[src/rtl/mux_sweep_ctrl.sv]
// mux_sweep_ctrl: steps a 9-bit select/data vector through all 512 codes of
// an external mux circuit. Each vector is held for a settle (dwell) period,
// and then the circuit's 5-bit result is folded into a 16-bit MISR signature.
//
// Ports
//   clk          in   1   rising-edge clock
//   rst_n        in   1   synchronous active-low reset
//   start        in   1   begin a sweep (honoured only in IDLE)
//   abort        in   1   terminate a sweep in progress
//   cfg          in   8   control-pin word, latched at start
//   dwell        in   4   settle cycles per vector, latched at start (0 -> 1)
//   res_in       in   5   mux circuit outputs {t,n,r,k,m}
//   vec          out  9   vector to the mux circuit {i..a}
//   ctrl_out     out  8   latched cfg
//   busy         out  1   high in DRIVE and SAMPLE
//   sample_valid out  1   high in the SAMPLE cycle of each vector
//   done         out  1   one-cycle pulse when a full sweep completes
//   sig          out  16  MISR signature
module mux_sweep_ctrl (
  input  logic        clk,
  input  logic        rst_n,
  input  logic        start,
  input  logic        abort,
  input  logic [7:0]  cfg,
  input  logic [3:0]  dwell,
  input  logic [4:0]  res_in,
  output logic [8:0]  vec,
  output logic [7:0]  ctrl_out,
  output logic        busy,
  output logic        sample_valid,
  output logic        done,
  output logic [15:0] sig
);

  localparam int unsigned VEC_W = 9;
  localparam int unsigned CFG_W = 8;
  localparam int unsigned DWL_W = 4;
  localparam int unsigned RES_W = 5;
  localparam int unsigned SIG_W = 16;
  localparam logic [VEC_W-1:0] VEC_LAST = VEC_W'(511);
  localparam logic [SIG_W-1:0] MISR_POLY = 16'h1021;

  typedef enum logic [1:0] {
    S_IDLE   = 2'd0,
    S_DRIVE  = 2'd1,
    S_SAMPLE = 2'd2,
    S_DONE   = 2'd3
  } state_t;

  state_t             r_state;
  logic [VEC_W-1:0]   r_vec;
  logic [CFG_W-1:0]   r_ctrl;
  logic [DWL_W-1:0]   r_dwell;
  logic [DWL_W-1:0]   r_cnt;
  logic               r_busy;
  logic               r_sample_valid;
  logic               r_done;
  logic [SIG_W-1:0]   r_sig;

  logic [SIG_W-1:0]   w_sig_next;
  logic               w_last_drive;

  // MISR: shift left, feed back the polynomial on bit 15, xor in the result
  assign w_sig_next = {r_sig[SIG_W-2:0], 1'b0}
                    ^ (r_sig[SIG_W-1] ? MISR_POLY : SIG_W'(0))
                    ^ SIG_W'(res_in);

  // r_dwell is never 0 once latched, so dwell-1 cannot underflow in DRIVE
  assign w_last_drive = (r_cnt == (r_dwell - DWL_W'(1)));

  // Sweep state machine with registered outputs
  always_ff @(posedge clk) begin
    if (!rst_n) begin
      r_state        <= S_IDLE;
      r_vec          <= '0;
      r_ctrl         <= '0;
      r_dwell        <= '0;
      r_cnt          <= '0;
      r_busy         <= 1'b0;
      r_sample_valid <= 1'b0;
      r_done         <= 1'b0;
      r_sig          <= '0;
    end else begin
      r_sample_valid <= 1'b0;
      r_done         <= 1'b0;
      case (r_state)
        S_IDLE: begin
          if (start && !abort) begin
            r_state <= S_DRIVE;
            r_vec   <= '0;
            r_ctrl  <= cfg;
            r_dwell <= (dwell == DWL_W'(0)) ? DWL_W'(1) : dwell;
            r_sig   <= '0;
            r_cnt   <= '0;
            r_busy  <= 1'b1;
          end
        end
        S_DRIVE: begin
          if (abort) begin
            r_state <= S_IDLE;
            r_busy  <= 1'b0;
          end else begin
            r_cnt <= r_cnt + DWL_W'(1);
            if (w_last_drive) begin
              r_state        <= S_SAMPLE;
              r_sample_valid <= 1'b1;
            end
          end
        end
        S_SAMPLE: begin
          // abort wins over both the signature update and the transition
          if (abort) begin
            r_state <= S_IDLE;
            r_busy  <= 1'b0;
          end else begin
            r_sig <= w_sig_next;
            if (r_vec == VEC_LAST) begin
              r_state <= S_DONE;
              r_busy  <= 1'b0;
              r_done  <= 1'b1;
            end else begin
              r_state <= S_DRIVE;
              r_vec   <= r_vec + VEC_W'(1);
              r_cnt   <= '0;
            end
          end
        end
        S_DONE: begin
          r_state <= S_IDLE;
        end
        default: begin
          r_state <= S_IDLE;
          r_busy  <= 1'b0;
        end
      endcase
    end
  end

  assign vec          = r_vec;
  assign ctrl_out     = r_ctrl;
  assign busy         = r_busy;
  assign sample_valid = r_sample_valid;
  assign done         = r_done;
  assign sig          = r_sig;

endmodule

[config.mk]
export PLATFORM = sky130hd
export DESIGN_NAME = mux_sweep_ctrl
export DESIGN_NICKNAME = d
export VERILOG_FILES = /design/src/rtl/mux_sweep_ctrl.sv
export SDC_FILE = /design/constraint.sdc
export NUM_CORES = 1
export LEC_CHECK = 0
export BUFFER_PORTS_ARGS = -buffer_cell sky130_fd_sc_hd__buf_2
export CORE_MARGIN = 1.5
export CORE_UTILIZATION = 52
export CTS_CLUSTER_DIAMETER = 60
export DETAILED_ROUTE_END_ITERATION = 10
export GPL_ROUTABILITY_DRIVEN = 1
export PLACE_DENSITY = 0.76
export REMOVE_ABC_BUFFERS = 1
export SKIP_LAST_GASP = 1
export SLEW_MARGIN = 10
export SYNTH_ARGS = -nofsm -noshare
export SYNTH_HDL_FRONTEND = slang
export SYNTH_SLANG_ARGS = --single-unit
[constraint.sdc]
create_clock -name clk -period 2.8 [get_ports clk]
set_clock_uncertainty 0.1 [all_clocks]
set_input_delay 0.14 -clock clk [delete_from_list [all_inputs] [get_ports clk]]
set_output_delay 0.14 -clock clk [all_outputs]
set_load 0.02 [all_outputs]
==> results of run 1 <==
[state kept, by name, indices dropped and copies added, names as in the netlist]
signal / flops
sig: 16
vec: 9
ctrl_out: 8
r_cnt: 4
r_dwell: 4
r_state: 2
busy: 1
done: 1
sample_valid: 1
[worst min path at each step]
stage / startpoint / slack, ps / cells past startpoint / to
detailed placement: cfg[6] / 290 / 3 / ctrl_out[6]$_SDFFE_PN0P_
global route: rst_n / 70 / 2 / r_cnt[3]$_SDFFE_PN0P_
CTS: rst_n / 50 / 2 / r_cnt[3]$_SDFFE_PN0P_
floorplan: rst_n / 160 / 1 / r_cnt[3]$_SDFFE_PN0P_
global placement: cfg[6] / 280 / 3 / ctrl_out[6]$_SDFFE_PN0P_
finish: rst_n / 50 / 2 / r_cnt[3]$_SDFFE_PN0P_
[cells in the mapped netlist]
library cell and number:
a211oi_1 2, a21boi_0 2, a21o_1 1, a21oi_1 26
a21oi_2 1, a221oi_1 1, a221oi_4 1, a22oi_1 12
a311oi_1 1, a31oi_1 1, and2_1 1, and3_1 4
and3b_1 1, and4b_1 1, buf_2 5, buf_4 1
clkbuf_1 6, clkinv_1 1, dfxtp_1 46, ha_1 8
inv_1 6, mux2_4 1, mux2i_1 3, nand2_1 35
nand2b_1 5, nand3_1 12, nand3_4 1, nand3b_1 1
nand4_1 1, nor2_1 22, nor2b_1 3, nor3_1 3
nor4_1 2, o2111ai_1 1, o21a_1 2, o21ai_0 3
o31ai_1 3, or2_2 1, or3_1 1, or4_1 2
xnor2_1 5, xor2_1 9, xor3_1 1
[power groups by stage]
stage          Clock [mW]  Sequential, mW  Combinational, mW
2_1_floorplan           0           0.710              0.132
3_3_place_gp            0           0.699              0.203
3_5_place_dp            0           0.700              0.206
4_1_cts             0.422           0.685              0.218
5_1_grt             0.452           0.689              0.244
6_report            0.415           0.685              0.220
[per-stage QoR]
stage | cell area [sq um] | power, mW | setup WS, ps | hold WS [ps]
after floorplan | 2080 | 0.842 | 645 | 157
after global placement | 2440 | 0.902 | 647 | 282
after detailed placement | 2440 | 0.906 | 581 | 285
after CTS | 2640 | 1.32 | 535 | 48.7
after global routing | 2640 | 1.38 | 337 | 65.7
final | 2640 | 1.32 | 507 | 54.7
[repair_timing]
| action | CTS | global route |
|---|---|---|
| hold buffers | 11 | 0 |
| setup endpoints to repair | 0 | 0 |
| hold endpoints to repair | 11 | 0 |
[area by class of cell]
type / count / area [sq um] / share of cell area, %
clock inverters: 3 / 21.3 / 0.805
inverters: 7 / 26.3 / 0.994
multi-input cells: 180 / 1130 / 42.8
clock buffers: 5 / 68.8 / 2.60
repair buffers: 70 / 413 / 15.6
well taps: 50 / 62.6 / 2.37
flip-flops and latches: 46 / 921 / 34.8
[cells by family (layout without fill, tap and decap cells)]
family	Yosys count	in the layout
xor+xnor	15	15
mux	4	4
compound gates	57	57
flops	46	46
buf+inv	19	85
fa+ha+maj	8	8
simple gates	96	96
[routing by layer]
| layer | share of wire [%] | wire (microns) | GRT usage (%) | vias up |
|---|---|---|---|---|
| met4 | 0.30 | 14 | 6.63 | 0 |
| met1 | 49 | 2320 | 32.0 | 908 |
| li1 | - | - | - | 978 |
| met3 | 5.5 | 262 | 5.91 | 2 |
| met5 | 0 | 0 | 0 | - |
| met2 | 45 | 2130 | 36.0 | 52 |
==> results.py, run 1 <==
metrics = {
    "logic_synthesis": {
        "synth_compound_area_share_pct": 17.7,
        "synth_top_family_by_area": "simple AND/OR/NAND/NOR gates",
        "synth_area_leaders": "dfxtp_1 (43%), nand2_1 (6.2%), a21oi_1 (6.1%)",
        "syn_area_sq_um": 2130,
        "yosysSeqAreaShare_pct": 43.2,
        "synth_fa_ha_area_share_pct": 4.69,
        "yosys.area_share.xor_xnor_pct": 6.87,
        "synthSimpleGateAreaFrac_pct": 21.6,
        "synth_area_leader_cell": "dfxtp_1",
        "synthMuxAreaShare_pct": 2.11,
        "syn_inst": 245,
        "synth.distinct_cells": 43,
        "syn_avg_cell_area_sq_um": 8.70,
        "yosys_warnings": 0,
        "ys_ff_latch": 46,
        "synth_top_area_share_pct": 43.2,
    },
    "clocking": {
        "post_cts.repair.setup_buffers": 0,
        "cts_tree": "yes",
        "cts_root_buf": "clkbuf_8",
        "clk_pin_slew_ps": 100,
        "cts_made_buffers": 5,
        "cts_resized": 0,
        "clockBufferDepth": 2,
        "htree_levels": 2,
        "cts_sinks": 46,
        "clk_latency_ps": 310,
    },
    "layout": {
        "drive_gt1_share_pct": 23.2,
        "fillCellCount": 328,
        "final_common_cell": "buf_2",
        "syn2layout_area_growth_pct": 23.9,
        "antenna_cells": 0,
        "final_cell_mix": "buf_2 (56), dfxtp_1 (46), nand2_1 (35)",
        "fin_cells": 361,
        "fin_util_pct": 66.5,
        "layout.nets": 339,
    },
    "outcome": {
        "status": "completed",
    },
    "setup_path": {
        "r2r_cells": 8,
        "crit_required_ps": 2900,
        "worstPathArrival_ps": 2390,
        "timing.critical_path.buf_inv": 0,
        "rrSetupSlack_ps": 510,
        "slowest_delay_ps": 390,
        "cp-end-kind": "flip-flop",
        "timing.rr.start": "vec[0]$_SDFFE_PN0P_",
        "cp_cell_sequence": "ha_1, nand3_1, nor2_1, ha_1, or2_2, a221oi_4, a21boi_0, o21a_1",
        "cp_slowest_cell": "a221oi_4",
        "cp_max_fo": 8,
        "r2r_end": "r_cnt[2]$_SDFFE_PN0P_",
        "crit_start": "vec[0]$_SDFFE_PN0P_",
        "endpoint": "r_cnt[2]$_SDFFE_PN0P_",
        "cp_top_family": "compound AO/OA/AOI/OAI gates",
        "startpoint_type": "flip-flop",
        "path_class": "flip-flop to flip-flop",
        "cp.depth": 8,
        "critPathMostFrequentCell": "ha_1",
    },
    "power": {
        "internal_power_mw": 0.939,
        "irDropWorstVdd_mv": 0.387,
        "p_switching_mw": 0.381,
        "p_comb_share_pct": 16.7,
        "power.density_nw_per_um2": 500,
        "p_seq_share_pct": 51.9,
        "power_leakage_nw": 1.17,
        "clock_power_share_pct": 31.4,
        "p_sw_share_pct": 28.8,
    },
    "sta": {
        "min_period_over_period_pct": 81.9,
        "max_freq_ghz": 0.436,
        "finalHoldViolCount": 0,
        "setup_viol": 0,
        "maxSlewHeadroom_pct": 51.1,
        "rsz0062_at_grt": "false",
        "period_minus_slack_ps": 2290,
        "slew_violations": 0,
        "worst_pin_slew_ps": 725,
        "setup_tns_ps": 0,
    },
    "placed_design": {
        "dpl.cell_count": 342,
        "port_buffers": 56,
        "routabilityCongestion": 0.798,
        "dp_hpwl_microns": 3100,
    },
    "floorplan": {
        "core_sq_um": 3970,
        "pin_count": 57,
        "start_util_pct": 53.7,
        "rows": 23,
        "die_x_microns": 67.0,
        "dieArea_sq_um": 4490,
        "die_h_microns": 67.0,
    },
    "grt": {
        "grt_pass1_wl_microns": 8090,
        "grt-ovfl-total": 0,
        "grt.total_usage_pct": 23.3,
        "grt_pass1_vias": 1795,
        "grt_antenna_before_repair": 0,
        "grt_max_degree": 24,
    },
    "routing": {
        "ant_nets": 0,
        "via_per_inst": 5.37,
        "drc": 0,
        "drt_iter0_drc": 118,
        "wl_per_cell_microns": 13.1,
        "vias": 1940,
        "firstDrtPassIters": 4,
        "wl_microns": 4730,
    },
    "run": {
        "drv_cap": 0,
    },
    "min_path": {
        "hold_path_class": "primary input to flip-flop",
    },
}
Power figures use the tool's default switching activity.
==> inputs of run 2 (changes only) <==
--- a/config.mk
+++ b/config.mk
@@ -7,11 +7,11 @@
 export LEC_CHECK = 0
 export BUFFER_PORTS_ARGS = -buffer_cell sky130_fd_sc_hd__buf_2
 export CORE_MARGIN = 1.5
-export CORE_UTILIZATION = 52
+export CORE_UTILIZATION = 47
 export CTS_CLUSTER_DIAMETER = 60
 export DETAILED_ROUTE_END_ITERATION = 10
 export GPL_ROUTABILITY_DRIVEN = 1
-export PLACE_DENSITY = 0.76
+export PLACE_DENSITY = 0.72
 export REMOVE_ABC_BUFFERS = 1
 export SKIP_LAST_GASP = 1
 export SLEW_MARGIN = 10
==> constraint.sdc (replaced) <==
create_clock -name clk -period 2.1 [get_ports clk]
set_clock_uncertainty 0.1 [all_clocks]
set_input_delay 0.105 -clock clk [delete_from_list [all_inputs] [get_ports clk]]
set_output_delay 0.105 -clock clk [all_outputs]
set_load 0.02 [all_outputs]
==> run 2 against run 1 <==
Compared with the run above: critical path type unchanged; sequential cell count unchanged; fmax increased by 18%; largest cell class unchanged; sequential power rose by 33%; final cell count rose by 3.3%; core utilization fell by 2.4 points.
==> results.py, run 2 (same netlist as run 1, synthesis figures left out) <==
metrics = {
    "outcome": {
        "status": "completed",
    },
    "power": {
        "power_leakage_nw": 1.25,
        "irDropWorstVdd_mv": 0.520,
        "power.density_nw_per_um2": 727,
    },
    "layout": {
        "largest_register_ffs": 16,
        "antenna_cells": 0,
        "drive_gt1_share_pct": 27.1,
        "syn2layout_area_growth_pct": 30.9,
        "final_cell_mix": "buf_2 (56), dfxtp_1 (45), nand2_1 (35)",
        "fin_util_pct": 64.1,
        "layout.nets": 349,
        "final_common_cell": "buf_2",
    },
    "sta": {
        "whs_ps": 10.6,
        "worst_pin_slew_ps": 462,
        "maxSlewHeadroom_pct": 69.2,
        "max_freq_ghz": 0.515,
        "finalHoldViolCount": 0,
        "setup_viol": 0,
        "period_minus_slack_ps": 1940,
        "min_period_over_period_pct": 92.5,
        "slew_violations": 0,
        "rsz0062_at_grt": "false",
    },
    "setup_path": {
        "cp-end-kind": "flip-flop",
        "crit_required_ps": 2250,
        "worstPathArrival_ps": 2090,
        "rrSetupSlack_ps": 160,
        "cp_max_fo": 8,
        "startpoint_type": "flip-flop",
        "path_class": "flip-flop to flip-flop",
    },
    "clocking": {
        "cts_sinks": 46,
        "post_cts.repair.setup_buffers": 0,
        "cts_made_buffers": 5,
        "clk_pin_slew_ps": 90,
        "clk_latency_ps": 300,
        "htree_levels": 2,
        "cts_tree": "yes",
        "cts_root_buf": "clkbuf_8",
        "clockBufferDepth": 2,
    },
    "routing": {
        "firstDrtPassIters": 4,
        "drc": 0,
        "wl_microns": 4710,
        "via_per_inst": 5.18,
        "vias": 1933,
        "ant_nets": 0,
        "drt_iter0_drc": 90,
        "wl_per_cell_microns": 12.6,
    },
    "min_path": {
        "hold_path_class": "primary input to flip-flop",
    },
    "floorplan": {
        "die_h_microns": 70.4,
        "start_util_pct": 49.0,
        "rows": 24,
        "pin_count": 57,
        "core_sq_um": 4350,
        "dieArea_sq_um": 4950,
        "die_x_microns": 70.4,
    },
    "placed_design": {
        "port_buffers": 56,
        "routabilityCongestion": 0.812,
        "dp_hpwl_microns": 3220,
    },
    "grt": {
        "grt_antenna_before_repair": 0,
        "grt_pass1_vias": 1780,
        "grt_max_degree": 20,
        "grt.total_usage_pct": 19.7,
        "grt-ovfl-total": 0,
        "grt_pass1_wl_microns": 7950,
    },
    "run": {
        "drv_cap": 0,
    },
}
-- run 2: cell types whose count changed in the layout (fill, tap and decap cells not counted), moves of 2 or more --
cell and change:
a21boi_0 -2, ha_1 -2, a21boi_1 +2, ha_2 +2, buf_4 +10, bufinv_16 +2
-- run 2: layer usage --
layer / part of all wire, % / GRT usage, % / vias up
met5: 0 / 0 / -
li1: - / - / 1002
met1: 49 / 27.1 / 879
met3: 4.4 / 5.05 / 7
met4: 1.2 / 6.84 / 0
met2: 45 / 30.1 / 45
-- run 2: power by group --
part | total (mW) | switching (mW) | internal (mW)
registers | 0.913 | 0.0171 | 0.896
logic | 0.306 | 0.175 | 0.131
clock network | 0.811 | 0.304 | 0.507
-- run 2: timing repair --
action                     CTS  global route
hold endpoints to repair    11             0
hold buffers                11             0
pin swaps                    1             2
setup endpoints to repair    2             8
resized for setup            0             9
-- run 2: metrics by stage --
| step | worst slack, ps | instances | total power, mW | instance area, sq um | setup TNS, ps |
|---|---|---|---|---|---|
| finish | 158 | 373 | 2.03 | 2790 | 0 |
| global route | 13.1 | 373 | 2.12 | 2790 | 0 |
| CTS | -21.9 | 373 | 2.04 | 2770 | -42.8 |
| detailed placement | -10.8 | 354 | 1.22 | 2520 | -16.1 |
| global placement | 30.5 | 354 | 1.22 | 2520 | 0 |
| floorplan | -55.1 | 233 | 1.12 | 2080 | -110 |
-- run 2: area by class of cell --
type                    count  area, sq um
fillers                   379         1560
inverters                   7         26.3
multi-input cells         180         1150
well taps                  52         65.1
clock buffers               6         82.6
clock inverters             2         60.1
flip-flops and latches     46          922
repair buffers             80          488
-- run 2: worst paths after layout --
kind / end / cells past startpoint / from
worst max register to register: r_cnt[2]$_SDFFE_PN0P_ / 8 / vec[5]$_SDFFE_PN0P_
worst min register to register: ctrl_out[2]$_SDFFE_PN0P_ / 2 / ctrl_out[2]$_SDFFE_PN0P_
worst max-delay path: r_cnt[2]$_SDFFE_PN0P_ / 8 / vec[5]$_SDFFE_PN0P_
worst min-delay path: r_cnt[2]$_SDFFE_PN0P_ / 2 / rst_n
-- run 2: critical path, cell delays in order, from the launching register on --
cell	delay, ps
dfxtp_2	340
and3_4	180
nand3_2	80
nor2_1	50
ha_2	180
or2_4	240
a221oi_4	370
and4b_1	250
o21a_1	100
